[src/rtl/pcie_wr_burst_bridge.sv]
// Avalon-MM write bridge: buffers single-beat writes from the DMA ring and merges an
// aligned, contiguous 32B pair into one 2-beat burst toward the PCIe Hard IP TX slave.
module pcie_wr_burst_bridge #(
    parameter int ADDR_WIDTH = 64,
    parameter int DATA_WIDTH = 256,
    parameter int FIFO_DEPTH = 8,
    parameter int MERGE_WAIT = 4
) (
    input  logic                    clk,
    input  logic                    rst_n,
    input  logic [ADDR_WIDTH-1:0]   s_address,
    input  logic [DATA_WIDTH-1:0]   s_writedata,
    input  logic [DATA_WIDTH/8-1:0] s_byteenable,
    input  logic                    s_write,
    output logic                    s_waitrequest,
    output logic [ADDR_WIDTH-1:0]   m_address,
    output logic [DATA_WIDTH-1:0]   m_writedata,
    output logic [DATA_WIDTH/8-1:0] m_byteenable,
    output logic [1:0]              m_burstcount,
    output logic                    m_write,
    input  logic                    m_waitrequest,
    output logic                    status_idle,
    output logic [31:0]             stat_merged,
    output logic [31:0]             stat_single,
    output logic [31:0]             stat_timeout
);
    localparam int BEW = DATA_WIDTH / 8;
    localparam int PW  = $clog2(FIFO_DEPTH);
    localparam int LW  = PW + 1;
    localparam int TW  = (MERGE_WAIT > 0) ? $clog2(MERGE_WAIT + 1) : 1;
    localparam logic [TW-1:0] TMR_LAST = (MERGE_WAIT > 0) ? TW'(MERGE_WAIT - 1) : '0;
    localparam bit HOLD_EN = (MERGE_WAIT > 0);

    typedef enum logic [1:0] {ST_IDLE, ST_HOLD, ST_BEAT0, ST_BEAT1} state_t;

    logic [ADDR_WIDTH-1:0] r_fifo_addr [FIFO_DEPTH];
    logic [DATA_WIDTH-1:0] r_fifo_data [FIFO_DEPTH];
    logic [BEW-1:0]        r_fifo_be   [FIFO_DEPTH];
    logic [PW-1:0]         r_wr_ptr, r_rd_ptr;
    logic [LW-1:0]         r_level;
    logic [TW-1:0]         r_timer;
    state_t                r_state, w_state_nxt;

    logic [ADDR_WIDTH-1:0] r_m_address;
    logic [DATA_WIDTH-1:0] r_m_writedata;
    logic [BEW-1:0]        r_m_byteenable;
    logic [1:0]            r_m_burstcount;
    logic                  r_m_write;
    logic [31:0]           r_stat_merged, r_stat_single, r_stat_timeout;

    logic                  w_full, w_push, w_pop;
    logic [PW-1:0]         w_rd_ptr1;
    logic                  w_head_elig, w_pair;
    logic                  w_ld_single, w_ld_burst2, w_ld_beat1, w_done;
    logic                  w_inc_single, w_inc_merged, w_inc_timeout, w_tmr_clr;

    // Full is taken from the registered level, so a same-cycle pop never opens the slot early.
    assign w_full        = (r_level == LW'(FIFO_DEPTH));
    assign w_push        = s_write && !w_full;
    assign s_waitrequest = w_full;
    assign w_rd_ptr1     = r_rd_ptr + PW'(1);

    assign w_head_elig = (r_fifo_addr[r_rd_ptr][5:0] == 6'd0) && (&r_fifo_be[r_rd_ptr]);
    assign w_pair      = w_head_elig && (r_level >= LW'(2))
                      && (r_fifo_addr[w_rd_ptr1] == r_fifo_addr[r_rd_ptr] + ADDR_WIDTH'(32))
                      && (&r_fifo_be[w_rd_ptr1]);

    always_ff @(posedge clk) begin
        if (w_push) begin
            r_fifo_addr[r_wr_ptr] <= s_address;
            r_fifo_data[r_wr_ptr] <= s_writedata;
            r_fifo_be[r_wr_ptr]   <= s_byteenable;
        end
    end

    always_ff @(posedge clk or negedge rst_n) begin
        if (!rst_n) begin
            r_wr_ptr <= '0;
            r_rd_ptr <= '0;
            r_level  <= '0;
        end else begin
            if (w_push) r_wr_ptr <= r_wr_ptr + PW'(1);
            if (w_pop)  r_rd_ptr <= w_rd_ptr1;
            case ({w_push, w_pop})
                2'b10:   r_level <= r_level + LW'(1);
                2'b01:   r_level <= r_level - LW'(1);
                default: ;
            endcase
        end
    end

    always_ff @(posedge clk or negedge rst_n) begin
        if (!rst_n) r_state <= ST_IDLE;
        else        r_state <= w_state_nxt;
    end

    always_comb begin
        w_state_nxt   = r_state;
        w_ld_single   = 1'b0;
        w_ld_burst2   = 1'b0;
        w_ld_beat1    = 1'b0;
        w_done        = 1'b0;
        w_pop         = 1'b0;
        w_inc_single  = 1'b0;
        w_inc_merged  = 1'b0;
        w_inc_timeout = 1'b0;
        w_tmr_clr     = 1'b0;
        case (r_state)
            ST_IDLE: begin
                if (r_level != '0) begin
                    if (w_pair) begin
                        w_ld_burst2 = 1'b1;
                        w_state_nxt = ST_BEAT0;
                    end else if (HOLD_EN && w_head_elig && (r_level == LW'(1))) begin
                        w_tmr_clr   = 1'b1;
                        w_state_nxt = ST_HOLD;
                    end else begin
                        w_ld_single = 1'b1;
                        w_state_nxt = ST_BEAT0;
                    end
                end
            end
            ST_HOLD: begin
                if (r_level >= LW'(2)) begin
                    w_ld_burst2 = w_pair;
                    w_ld_single = !w_pair;
                    w_state_nxt = ST_BEAT0;
                end else if (r_timer == TMR_LAST) begin
                    w_ld_single   = 1'b1;
                    w_inc_timeout = 1'b1;
                    w_state_nxt   = ST_BEAT0;
                end
            end
            ST_BEAT0: begin
                if (!m_waitrequest) begin
                    w_pop = 1'b1;
                    if (r_m_burstcount == 2'd2) begin
                        w_ld_beat1  = 1'b1;
                        w_state_nxt = ST_BEAT1;
                    end else begin
                        w_done       = 1'b1;
                        w_inc_single = 1'b1;
                        w_state_nxt  = ST_IDLE;
                    end
                end
            end
            ST_BEAT1: begin
                if (!m_waitrequest) begin
                    w_pop        = 1'b1;
                    w_done       = 1'b1;
                    w_inc_merged = 1'b1;
                    w_state_nxt  = ST_IDLE;
                end
            end
            default: w_state_nxt = ST_IDLE;
        endcase
    end

    always_ff @(posedge clk or negedge rst_n) begin
        if (!rst_n)              r_timer <= '0;
        else if (w_tmr_clr)      r_timer <= '0;
        else if (r_state == ST_HOLD) r_timer <= r_timer + TW'(1);
    end

    // Beat 1 reuses the burst start address; only data and byte enables advance.
    always_ff @(posedge clk or negedge rst_n) begin
        if (!rst_n) begin
            r_m_address    <= '0;
            r_m_writedata  <= '0;
            r_m_byteenable <= '0;
            r_m_burstcount <= '0;
            r_m_write      <= 1'b0;
        end else if (w_ld_single || w_ld_burst2) begin
            r_m_address    <= r_fifo_addr[r_rd_ptr];
            r_m_writedata  <= r_fifo_data[r_rd_ptr];
            r_m_byteenable <= r_fifo_be[r_rd_ptr];
            r_m_burstcount <= w_ld_burst2 ? 2'd2 : 2'd1;
            r_m_write      <= 1'b1;
        end else if (w_ld_beat1) begin
            r_m_writedata  <= r_fifo_data[w_rd_ptr1];
            r_m_byteenable <= r_fifo_be[w_rd_ptr1];
        end else if (w_done) begin
            r_m_write      <= 1'b0;
        end
    end

    always_ff @(posedge clk or negedge rst_n) begin
        if (!rst_n) begin
            r_stat_merged  <= '0;
            r_stat_single  <= '0;
            r_stat_timeout <= '0;
        end else begin
            if (w_inc_merged)  r_stat_merged  <= r_stat_merged + 32'd1;
            if (w_inc_single)  r_stat_single  <= r_stat_single + 32'd1;
            if (w_inc_timeout) r_stat_timeout <= r_stat_timeout + 32'd1;
        end
    end

    assign m_address    = r_m_address;
    assign m_writedata  = r_m_writedata;
    assign m_byteenable = r_m_byteenable;
    assign m_burstcount = r_m_burstcount;
    assign m_write      = r_m_write;
    assign status_idle  = (r_level == '0) && (r_state == ST_IDLE);
    assign stat_merged  = r_stat_merged;
    assign stat_single  = r_stat_single;
    assign stat_timeout = r_stat_timeout;

endmodule

[config.mk]
export PLATFORM = sky130hd
export DESIGN_NAME = pcie_wr_burst_bridge
export DESIGN_NICKNAME = d
export VERILOG_FILES = /design/src/rtl/pcie_wr_burst_bridge.sv
export SDC_FILE = /design/constraint.sdc
export NUM_CORES = 2
export LEC_CHECK = 0
export CELL_PAD_IN_SITES_DETAIL_PLACEMENT = 1
export CELL_PAD_IN_SITES_GLOBAL_PLACEMENT = 2
export CORE_MARGIN = 3
export CORE_UTILIZATION = 50
export CTS_BUF_LIST = sky130_fd_sc_hd__clkbuf_4 sky130_fd_sc_hd__clkbuf_8 sky130_fd_sc_hd__clkbuf_16
export DETAILED_ROUTE_END_ITERATION = 8
export GPL_TIMING_DRIVEN = 0
export MAX_ROUTING_LAYER = met4
export PLACE_DENSITY = 0.92
export SLEW_MARGIN = 20
export SYNTH_ARGS = -nofsm -noshare
export SYNTH_HDL_FRONTEND = slang
export SYNTH_SLANG_ARGS = --single-unit
[constraint.sdc]
create_clock -name clk -period 51.4 [get_ports clk]
set_input_delay 7.71 -clock clk [delete_from_list [all_inputs] [get_ports clk]]
set_output_delay 7.71 -clock clk [all_outputs]
set_load 0.005 [all_outputs]
==> run_results.csv <==
group,metric,value,unit
sta,finalClockSkew,0.0664,ns
yosys,synthAdderAreaFrac,0.00110,
yosys,syn-mean-instance-area,18.4,um2
critical_path,required,52.05,ns
critical_path,cp_top_family,"buffers and inverters",
global_routing,grt_pass1_vias,100054,
critical_path,slowest_delay,0.46,ns
floorplan,core,0.292,mm2
floorplan,ios,809,
critical_path,arrival,11.54,ns
drt,vias,97282,
sta,hold_violations,0,
floorplan,die_height,549,um
floorplan,dieArea,0.302,mm2
global_routing,grt_pass1_wl,769,mm
yosys,synth_mux_area_frac,0.245,
floorplan,initial_utilization,0.505,
clocking,cts_made_buffers,347,
drt,wire_per_inst,39.9,um
place,portBuffers,808,
global_routing,grt_max_degree,86,
yosys,synth-xor-area-share,0.0113,
critical_path,end_kind,"flip-flop",
global_routing,gr-total-overflow,0,
yosys,synthDistinctLibCells,76,
place,dp_slack,39.65,ns
drt,drc,0,
clocking,cts.sinks,3282,
finish,area_growth,20.6,%
sta,slew_headroom,0.177,
place,detailed_place_hpwl,375,mm
drt,initialDrtViolationCount,15550,
clocking,ctsLongestPathBuffers,4,
critical_path,path_buf_inv,13,
min_path,hold_path.class,"flip-flop to flip-flop",
sta,setup_ws,40.51,ns
sta,period_share,0.212,
drt,via_per_inst,7.03,
drt,ant_nets,0,
global_routing,antenna_found_initial,160,
yosys,synth_nets,8385,
clocking,cts_max_level,5,
sta,period_needed,10.89,ns
yosys,synth_compound_area_frac,0.0368,
job,cap_viol_max_count,0,
clocking,postCtsSetupRepairBufs,0,
sta,max_slew.worst_pin.slew,1.20,ns
critical_path,crit_path_cell_trace,"clkdlybuf4s50_1 > and2_1 > nand2_1 > nor3_2 > buf_4 > buf_6 > buf_4 > buf_4 > buf_4 > buf_4 > buf_4 > buf_4 > buf_4 > buf_6 > buf_4 > buf_6",
yosys,syn_inst,8016,
yosys,synth_edf_count,2816,
critical_path,startpoint_type,"input pin",
sta,drv_slew,0,
yosys,ys.flop_type,"edfxtp_1",
pwr,vdd_drop_max,0.0000451,V
critical_path,crit_fanout,9,
yosys,synth_top_family_by_area,"multiplexers",
yosys,seq_area_frac_synth,0.652,
critical_path,critical_path.slowest_cell,"clkdlybuf4s50_1",
sta,setup_violations,0,
clocking,post_cts_resized,0,
finish,utilization,0.609,
pwr,fin_total_pwr,12.3,mW
status,status,"complete, no violations",
place,dpl.cell_count,13005,
yosys,yosysWarningCount,0,
floorplan,dieWidth,549,um
drt,dr.pass1.iters,6,
clocking,cts_tree,"yes",
place,gp_congestion,0.930,
yosys,synth_seq_cells,3282,
clocking,cts_root_buf,"clkbuf_16",
critical_path,cp_common_cell,"buf_4",
sta,rsz0062_at_grt,"no",
clocking,postCtsHoldBufs,0,
yosys,netlist_area,0.148,mm2
drt,wl,553,mm
critical_path,crit_type,"input pin to flip-flop",
sta,fmax,91.9,MHz
yosys,synthSimpleGateAreaFrac,0.0347,
clocking,path_clk_slew,0.06,ns
yosys,async_reset_ff_frac,0.142,
floorplan,rows,198,
global_routing,grt_usage,0.369,
sta,tns,0,ns
pwr,pwr_density_cell,68.8,mW/mm2
pwr,static-leakage-power,59.9,nW
clocking,clock_latency,0.99,ns
finish,fin_nets,9827,
finish,drive_gt1_frac,0.266,
finish,fin_cells,13846,
[placed cells by master, fill, tap and decap left out, types with 150 or more instances in the layout]
cell,Yosys,routed
diode_2,0,192
a21oi_1,341,341
edfxtp_1,2816,2816
clkdlybuf4s50_1,0,807
nor2_1,156,150
nand2_1,622,622
mux2i_1,444,436
o21ai_0,177,177
clkbuf_1,311,269
a31oi_1,265,265
dfrtp_1,466,466
mux4_2,1396,1396
clkbuf_16,0,356
[metrics by stage]
step                      hold slack [ns]  area [um2]
after floorplan                     0.465      148000
after global placement              0.455      161000
after detailed placement            0.465      165000
after CTS                           0.476      177000
after global routing                0.510      178000
final                               0.470      178000
[cells by family (layout without fill, tap and decap cells)]
group / count (synthesis) / after routing
buffers and inverters: 586 / 2324
xor gates and xnor gates: 190 / 190
DFF: 3282 / 3282
muxes: 1869 / 1869
and+or+nand+nor: 1105 / 1105
other: 0 / 192
adders and majority gates: 13 / 13
AOI/OAI and AO/OA: 971 / 971
[synth_stat cells (7+ instances only)]
cell type  number  area [um2]
nor2b_1         8        50.1
inv_1          11        41.3
nor3b_1        18         135
or4_1           8        60.1
nand3_1        45         225
buf_2          67         335
xor2_1         49         429
nand2_1       622        2330
nor2_1        156         586
and2_1          9        56.3
xnor2_1       140        1230
nand4_1        61         382
and4_1         12         105
o22ai_1        28         175
clkbuf_1      311        1170
nor3_2          7        70.1
mux4_2       1396       31400
buf_1         116         435
a21o_1         21         158
edfxtp_1     2816       84600
or2_2           7        43.8
mux2_2         23         259
nor4_1         31         194
dfrtp_1       466       11700
and3_1         25         156
a31oi_1       265        1660
nor3_1         38         190
nand3b_1       11        82.6
o21ai_1       101         505
buf_6          29         327
ha_1           13         163
o21ai_0       177         886
a21oi_1       341        1710
nand2b_1       12        75.1
buf_4          44         330
mux2i_1       444        4440
[sequential cells by signal (all words and copies together), names as in the netlist]
register      count
r_wr_ptr          3
stat_merged      32
stat_timeout     32
r_timer           3
m_byteenable     32
m_writedata     256
r_state           2
m_write           1
m_burstcount      2
r_fifo_addr     512
stat_single      32
m_address        64
r_fifo_be       256
r_rd_ptr          3
r_fifo_data    2048
r_level           4
[final timing paths]
path	from	to	slack [ns]	cells after the start
min	stat_merged[31]$_DFFE_PN0P_	stat_merged[31]$_DFFE_PN0P_	0.47	1
max in group asynchronous	rst_n	m_writedata[228]$_DFFE_PN0P_	43.16	4
max reg2reg	r_rd_ptr[0]$_DFFE_PN0P_	m_writedata[201]$_DFFE_PN0P_	41.91	23
max	s_write	r_fifo_data[1][23]$_DFFE_PP_	40.51	16
min reg2reg	stat_merged[31]$_DFFE_PN0P_	stat_merged[31]$_DFFE_PN0P_	0.47	1
min in group asynchronous	rst_n	m_writedata[82]$_DFFE_PN0P_	6.59	1
[routing by layer]
layer / up-vias / GRT usage / wire (um)
met4: 0 / 0.209 / 35900
met5: - / - / 0
met1: 51489 / 0.459 / 189000
met3: 1484 / 0.106 / 69800
met2: 7841 / 0.547 / 258000
li1: 36468 / - / -
[layout make-up]
class                           instances  area, um2
Fill cell                           25266     114000
Multi-Input combinational cell       4148      48700
Sequential cell                      3282      96200
Clock buffer                          450       9760
Buffer                                575       2830
Clock inverter                        195       2180
Inverter                               11       41.3
Tap cell                             3900       4880
Antenna cell                          192        480
Timing Repair Buffer                 1093      12900
[report_power, final]
group / total (mW) / internal [mW] / switching, mW / leakage, nW
clock network: 2.66 / 1.55 / 1.11 / 5.95
logic: 5.91 / 2.41 / 3.50 / 22.6
registers: 3.69 / 3.39 / 0.295 / 31.3
(Power assumes the default switching activity.)
